`src/rtl/seq_divider_pkg.sv`:
```
// Shared types and constants for the iterative restoring divider.
package seq_divider_pkg;

  typedef enum logic [1:0] {
    IDLE = 2'd0,
    RUN  = 2'd1,
    DONE = 2'd2
  } div_state_e;

  // Quotient reported on divide-by-zero; the top slices its low WIDTH bits (WIDTH <= 64).
  localparam logic [63:0] DZ_QUOTIENT = '1;

endpackage

```
`src/rtl/seq_divider_div_step.sv`:
```
// One restoring-division iteration: shift in the next dividend bit, trial-subtract, keep or restore.
module div_step #(
  parameter int WIDTH = 8
) (
  input  logic [WIDTH-1:0] r_work,
  input  logic [WIDTH-1:0] q_work,
  input  logic [WIDTH-1:0] divisor,
  output logic [WIDTH-1:0] r_next,
  output logic [WIDTH-1:0] q_next
);

  logic [WIDTH:0] r_w;
  logic [WIDTH:0] trial;

  // r_work < divisor always holds, so both kept and restored remainders fit in WIDTH bits.
  always_comb begin
    r_w   = {r_work, q_work[WIDTH-1]};
    trial = r_w - {1'b0, divisor};
    if (!trial[WIDTH]) begin
      r_next = trial[WIDTH-1:0];
      q_next = {q_work[WIDTH-2:0], 1'b1};
    end else begin
      r_next = r_w[WIDTH-1:0];
      q_next = {q_work[WIDTH-2:0], 1'b0};
    end
  end

endmodule

```
`src/rtl/seq_divider.sv`:
```
// Iterative unsigned divider: one trial subtraction per clock, quotient/remainder with a done strobe.
//   state | meaning
//   IDLE  | waiting for start; results from the last divide are held
//   RUN   | WIDTH restoring iterations, one per clock
//   DONE  | one-cycle done strobe, then back to IDLE
module seq_divider
  import seq_divider_pkg::*;
#(
  parameter int WIDTH = 8
) (
  input  logic             clk,
  input  logic             rst_n,
  input  logic             start,
  input  logic [WIDTH-1:0] dividend,
  input  logic [WIDTH-1:0] divisor,
  output logic             busy,
  output logic             done,
  output logic [WIDTH-1:0] quotient,
  output logic [WIDTH-1:0] remainder,
  output logic             div_by_zero
);

  localparam int CNT_W = (WIDTH > 1) ? $clog2(WIDTH) : 1;
  localparam logic [CNT_W-1:0] LAST_ITER = CNT_W'(WIDTH - 1);

  div_state_e state, state_nxt;

  logic [CNT_W-1:0] cnt;
  logic [WIDTH-1:0] q_work;
  logic [WIDTH-1:0] r_work;
  logic [WIDTH-1:0] divisor_q;
  logic [WIDTH-1:0] q_step;
  logic [WIDTH-1:0] r_step;
  logic             last_iter;

  div_step #(.WIDTH(WIDTH)) u_step (
    .r_work (r_work),
    .q_work (q_work),
    .divisor(divisor_q),
    .r_next (r_step),
    .q_next (q_step)
  );

  assign last_iter = (cnt == LAST_ITER);

  always_ff @(posedge clk or negedge rst_n) begin
    if (!rst_n) begin
      state <= IDLE;
    end else begin
      state <= state_nxt;
    end
  end

  always_comb begin
    state_nxt = state;
    case (state)
      IDLE: begin
        if (start) begin
          state_nxt = (divisor == '0) ? DONE : RUN;
        end
      end
      RUN: begin
        if (last_iter) begin
          state_nxt = DONE;
        end
      end
      DONE:    state_nxt = IDLE;
      default: state_nxt = IDLE;
    endcase
  end

  always_ff @(posedge clk or negedge rst_n) begin
    if (!rst_n) begin
      cnt         <= '0;
      q_work      <= '0;
      r_work      <= '0;
      divisor_q   <= '0;
      quotient    <= '0;
      remainder   <= '0;
      div_by_zero <= 1'b0;
    end else begin
      case (state)
        IDLE: begin
          if (start) begin
            if (divisor == '0) begin
              quotient    <= DZ_QUOTIENT[WIDTH-1:0];
              remainder   <= dividend;
              div_by_zero <= 1'b1;
            end else begin
              divisor_q <= divisor;
              q_work    <= dividend;
              r_work    <= '0;
              cnt       <= '0;
            end
          end
        end
        RUN: begin
          q_work <= q_step;
          r_work <= r_step;
          cnt    <= cnt + 1'b1;
          if (last_iter) begin
            quotient    <= q_step;
            remainder   <= r_step;
            div_by_zero <= 1'b0;
          end
        end
        default: ;
      endcase
    end
  end

  assign busy = (state != IDLE);
  assign done = (state == DONE);

endmodule
```
`config.mk`:
```
export PLATFORM = sky130hd
export DESIGN_NAME = seq_divider
export DESIGN_NICKNAME = d
export VERILOG_FILES = /design/src/rtl/seq_divider_pkg.sv /design/src/rtl/seq_divider_div_step.sv /design/src/rtl/seq_divider.sv
export SDC_FILE = /design/constraint.sdc
export NUM_CORES = 1
export LEC_CHECK = 0
export BUFFER_PORTS_ARGS = -buffer_cell sky130_fd_sc_hd__buf_2
export CAP_MARGIN = 10
export CORE_ASPECT_RATIO = 0.5
export CORE_UTILIZATION = 40
export CTS_CLUSTER_DIAMETER = 30
export CTS_CLUSTER_SIZE = 14
export DETAILED_ROUTE_END_ITERATION = 10
export GPL_TIMING_DRIVEN = 0
export RECOVER_POWER = 100
export SYNTH_ARGS = -nofsm -noshare
export SYNTH_HDL_FRONTEND = slang
export SYNTH_SLANG_ARGS = --single-unit
```
`constraint.sdc`:
```
create_clock -name clk -period 2.6 [get_ports clk]
set_clock_uncertainty 0.15 [all_clocks]
set_input_delay 0.26 -clock clk [delete_from_list [all_inputs] [get_ports clk]]
set_output_delay 0.26 -clock clk [all_outputs]
set_load 0.02 [all_outputs]
```
# Yosys cells after proc, flatten, opt, wreduce, memory -nomap -nowiden
# Cells that the tools add are included.
[word_totals]
latch_bits = 0
mem_bits_ro = 0
inputBits = 19
ram_bits = 0
n_memories = 0
ff_bits = 46
[classes]
div_mod_pow = 0
magnitude_cmp = 0
n_eq_ne = 7
mul = 0
addsub = 2
reduce_logical = 8
shifts = 0
n_bitwise = 1
mux = 27
[ops]
columns = ["op", "count"]
rows = [
  ["$mux 8", 11],
  ["$pmux 8 s2", 4],
  ["$sub 9x8->9", 1],
  ["$logic_not 8->1", 1],
  ["$ne 2x2->1 const B", 4],
  ["$mux 2", 3],
  ["$mux 3", 2],
  ["$pmux 3 s2", 1],
  ["$reduce_and 3->1", 2],
  ["$mux 1", 4],
  ["$pmux 2 s2", 1],
  ["$reduce_and 4->1", 1],
  ["$reduce_bool 2->1", 2],
  ["$add 3x1->3 const B", 1],
  ["$eq 3x3->1 const B", 1],
  ["$eq 2x1->1 const B", 1],
  ["$eq 2x2->1 const B", 1],
  ["$logic_not 2->1", 1],
  ["$pmux 1 s2", 1],
  ["$reduce_and 2->1", 1],
  ["$not 1->1", 1],
]

# Longest topological paths before layout
[depth]
depth_word = 4
ltp_mapped = 11
depth_no_buf = 10

# Hierarchy
# From an unflattened synthesis, not the netlist that was laid out.
[hier_totals]
hier_cells = 227
hier_area_um2 = 2503.7
[modules_own_cells]
columns = ["module", "instances", "area_each_um2", "cells_per_inst"]
rows = [
  ["seq_divider", 1, 1965.6, 162],
  ["div_step", 1, 538.0, 65],
]

# Worst setup path after synthesis
# Ideal clock, no wire load.
[synth_timing]
kind = "reg2reg"
startpoint = "register q_work[7]"
endpoint = "register remainder[4]"
slack_ns = -0.024
path_buffers = 1
path_stages_with_launch = 12
arrival_ns = 2.393
t_required_ns = 2.370
path_cell_list = "dfrtp_1 > inv_1 > ha_1 > inv_1 > fa_1 > a211oi_4 > nor3_2 > mux2_4 > and2_4 > buf_6 > mux2_4 > a31oi_4"
[synth_via]
elab_chain_cells = 4
[synth_rtl]
columns = ["item", "line_no", "rtl"]
rows = [
  ["start: declaration", "seq_divider.sv:29", "logic [WIDTH-1:0] q_work;"],
  ["start signal: assignment", "seq_divider.sv:91", "q_work <= dividend;"],
  ["start signal: assignment", "seq_divider.sv:98", "q_work <= q_step;"],
  ["$sub 9x8->9", "seq_divider_div_step.sv:18", "trial = r_w - {1'b0, divisor};"],
  ["$mux 8", "seq_divider_div_step.sv:19", "if (!trial[WIDTH]) begin"],
  ["$mux 8", "seq_divider.sv:101", "if (last_iter) begin"],
  ["$pmux 8 s2", "seq_divider.sv:82", "case (state)"],
  ["end signal: assignment", "seq_divider.sv:87", "remainder <= dividend;"],
  ["end signal: assignment", "seq_divider.sv:103", "remainder <= r_step;"],
  ["end: declaration", "seq_divider.sv:19", "output logic [WIDTH-1:0] remainder,"],
]
# Every way passes these cells. The select of a mux whose other input is x is not followed.
# A chain may end at the register's enable or synchronous reset.

# Final worst setup path
# Ends and elaborated chain as after synthesis.

==> flow_summary_export.csv <==
group,metric,value,unit
status,status,"finished, violations left",
status,violations,"design-rule violations, negative setup slack",
sta,clock.fmax,378.7,MHz
routing,drc,2,
finish,mostFrequentLayoutCell,"dfrtp_1",
global_route,grt_antenna_before_repair,0,
worst_setup_path,worst-setup-path-type,"reg2reg",
floorplanning,core_area,5658,um^2
place,io_buffer_count,37,
floorplanning,die_w,112.0,um
routing,first_pass_iters,7,
logic_synthesis,synth_top_family_by_area,"compound AO/OA/AOI/OAI gates",
worst_setup_path,required,2.66,ns
global_route,grt_overflow,0,
routing,wl_per_cell,15.78,um
clock_network,hold_buffers,0,
place,dp_cells,352,
logic_synthesis,synthSimpleGateAreaFrac,0.1643,
routing,viasPerCell,5.384,
finish,fill_cells,532,
global_route,grt_pass1_vias,1917,
sta,rsz0062_at_grt,"yes",
global_route,grt_util_all_layers,0.1951,
logic_synthesis,muxShareOfSynthArea,0.07080,
finish,utilization,0.5146,
worst_setup_path,crit_path_end_kind,"register",
routing,dr.first_iter.drc_count,181,
worst_setup_path,startpoint_type,"register",
clock_network,root_buffer,"clkbuf_16",
sta,hold_slack,0.05464,ns
logic_synthesis,yosysWarnings,0,
finish,syn_to_final_growth,20.26,%
job,max_cap_violations,0,
sta,worst_pin_slew,1.179,ns
place,dpl.hpwl,4149,um
power_and_ir_drop,power_density,1672,nW/um^2
worst_setup_path,reg2reg_to,"remainder[4]$_DFFE_PN0P_",
logic_synthesis,synth_nets,272,
logic_synthesis,synthArstFlopShare,1.000,
logic_synthesis,ys_seq_area_frac,0.4755,
finish,final_cells,365,
logic_synthesis,synth-edff-count,0,
worst_setup_path,reg2reg_slack,-0.04,ns
sta,setup_ws,-0.04037,ns
routing,ant_nets,0,
clock_network,clock_latency,0.29,ns
floorplanning,ios,38,
place,post-place-ws,-0.2998,ns
global_route,grt_max_degree,47,
logic_synthesis,synth_xor_xnor_area_share,0.01085,
place,finalWeightedCongestion,0.8298,
finish,drive_gt1_frac,0.2089,
power_and_ir_drop,ir_drop,0.0005610,V
clock_network,ctsLongestPathBuffers,2,
logic_synthesis,synthAdderAreaFrac,0.05995,
clock_network,cts.clk_slew.worst_paths,0.06,ns
floorplanning,die-area,6387,um^2
logic_synthesis,syn_area_per_cell,10.00,um^2
floorplanning,fp-row-count,19,
routing,num_vias,1965,
finish,final_cell_mix,"46 x dfrtp_1, 37 x nand2_1, 27 x clkbuf_1",
worst_setup_path,r2r-start,"q_work[7]$_DFFE_PN0P_",
clock_network,cts_max_level,2,
clock_network,numCtsBuffers,5,
logic_synthesis,netlist_instances,242,
worst_setup_path,reg2reg_depth,10,
global_route,grt_pass1_wl,9535,um
floorplanning,initial_core_util,0.4279,
logic_synthesis,ys.flop_type,"dfrtp_1",
logic_synthesis,synth_compound_area_frac,0.1829,
finish,nNetsFinal,321,
sta,relSlewSlack,0.2141,
clock_network,cts_tree,"done",
worst_setup_path,arrival,2.70,ns
logic_synthesis,synth_seq_cells,46,
worst_setup_path,crit_fanout,6,
logic_synthesis,synth_cell_types,46,
sta,finalSetupViolCount,1,
logic_synthesis,syn_area,2421,um^2
finish,diodes,0,
routing,wl,5758,um
clock_network,cts_sinks,46,
floorplanning,die_y,57.01,um
sta,fin_tns_setup,-0.04037,ns
sta,post-route-period-util,1.016,
hold_path,hp-class,"in2async",
sta,period_needed,2.640,ns
sta,drv_slew,0,
power_and_ir_drop,leakagePower,1.305,nW
sta,hold_viol_final,0,
[critical path, stage by stage, from the launching register on]
cell and delay [ns]:
dfrtp_1 0.40, inv_2 0.11, ha_4 0.14, inv_2 0.03, fa_2 0.36, a211oi_4 0.29
nor3_2 0.08, mux2_4 0.34, and2_4 0.18, mux2_4 0.32, a31oi_4 0.15
[power by group]
group	switching, W	internal (W)	leakage [nW]	total (W)
sequential	0.000244	0.00108	0.539	0.00133
clock	0.000275	0.000357	0.0708	0.000632
combinational	0.00166	0.00125	0.695	0.00291
[state kept, by name, indices dropped and copies added, names as in the netlist]
register and count:
div_by_zero 1, r_work 8, q_work 8, remainder 8, quotient 8, divisor_q 8, state 2, cnt 3
[synthesized netlist by cell type (2+ instances only)]
library cell	n	area, um^2
dfrtp_1	46	1151
nand2_1	38	142.6
nor2_1	20	75.07
a31oi_1	12	75.07
inv_1	11	41.29
ha_1	10	125.1
o21ai_0	10	50.05
o22a_1	10	87.58
a21oi_1	9	45.04
mux2_2	9	101.4
clkbuf_1	7	26.28
nand3_1	6	30.03
mux2i_1	4	40.04
nor3_1	4	20.02
nand2b_1	3	18.77
nor2b_1	3	18.77
o21a_1	3	22.52
a211oi_1	2	15.01
a21o_1	2	15.01
a22o_1	2	17.52
and2_1	2	12.51
mux2_4	2	30.03
nor4_1	2	12.51
o21bai_1	2	15.01
xor2_1	2	17.52
[repair_timing]
action	in CTS	in global routing
endpoints found under the setup margin	15	20
setup buffers	2	4
gates resized for setup	5	9
pin swaps	4	4
[per-stage QoR]
stage                     area (um^2)  total power (W)
after floorplan                  2424         0.003325
after global placement           2700         0.003919
after detailed placement         2700         0.003998
after CTS                        2867         0.004674
after global routing             2912         0.005273
final                            2912         0.004869
[cell type report]
class	count	area [um^2]	area share
inverter	11	41.29	0.01418
timing repair buffer	43	206.4	0.07091
sequential	46	1151	0.3954
buffer	8	33.78	0.01160
tap	73	91.34	0.03137
clock inverter	2	13.76	0.004727
multi-input combinational	176	1245	0.4276
clock buffer	6	128.9	0.04426
[metal layers]
layer / routed length (um) / vias to the layer above / track usage
li1: - / 954 / -
met3: 392 / 8 / 0.04463
met2: 2457 / 61 / 0.3079
met1: 2856 / 942 / 0.2772
met5: 0 / - / 0
met4: 53 / 0 / 0.04571
[worst max path at each step]
stage	startpoint	endpoint	slack [ns]	cells past startpoint
finish	q_work[7]$_DFFE_PN0P_	remainder[4]$_DFFE_PN0P_	-0.04	10
floorplan	q_work[7]$_DFFE_PN0P_	remainder[4]$_DFFE_PN0P_	0.009	11
global placement	q_work[7]$_DFFE_PN0P_	remainder[1]$_DFFE_PN0P_	-0.30	10
global route	q_work[7]$_DFFE_PN0P_	remainder[4]$_DFFE_PN0P_	-0.13	10
CTS	q_work[7]$_DFFE_PN0P_	remainder[1]$_DFFE_PN0P_	-0.02	10
detailed placement	q_work[7]$_DFFE_PN0P_	remainder[1]$_DFFE_PN0P_	-0.30	10
[cell families after synthesis]
group / count (synthesis)
buf+inv: 20
fa+ha+maj: 11
flops: 46
mux: 15
xor+xnor: 3
simple gates: 86
compound gates: 61
Note: power is estimated with default switching activity, not from simulation.
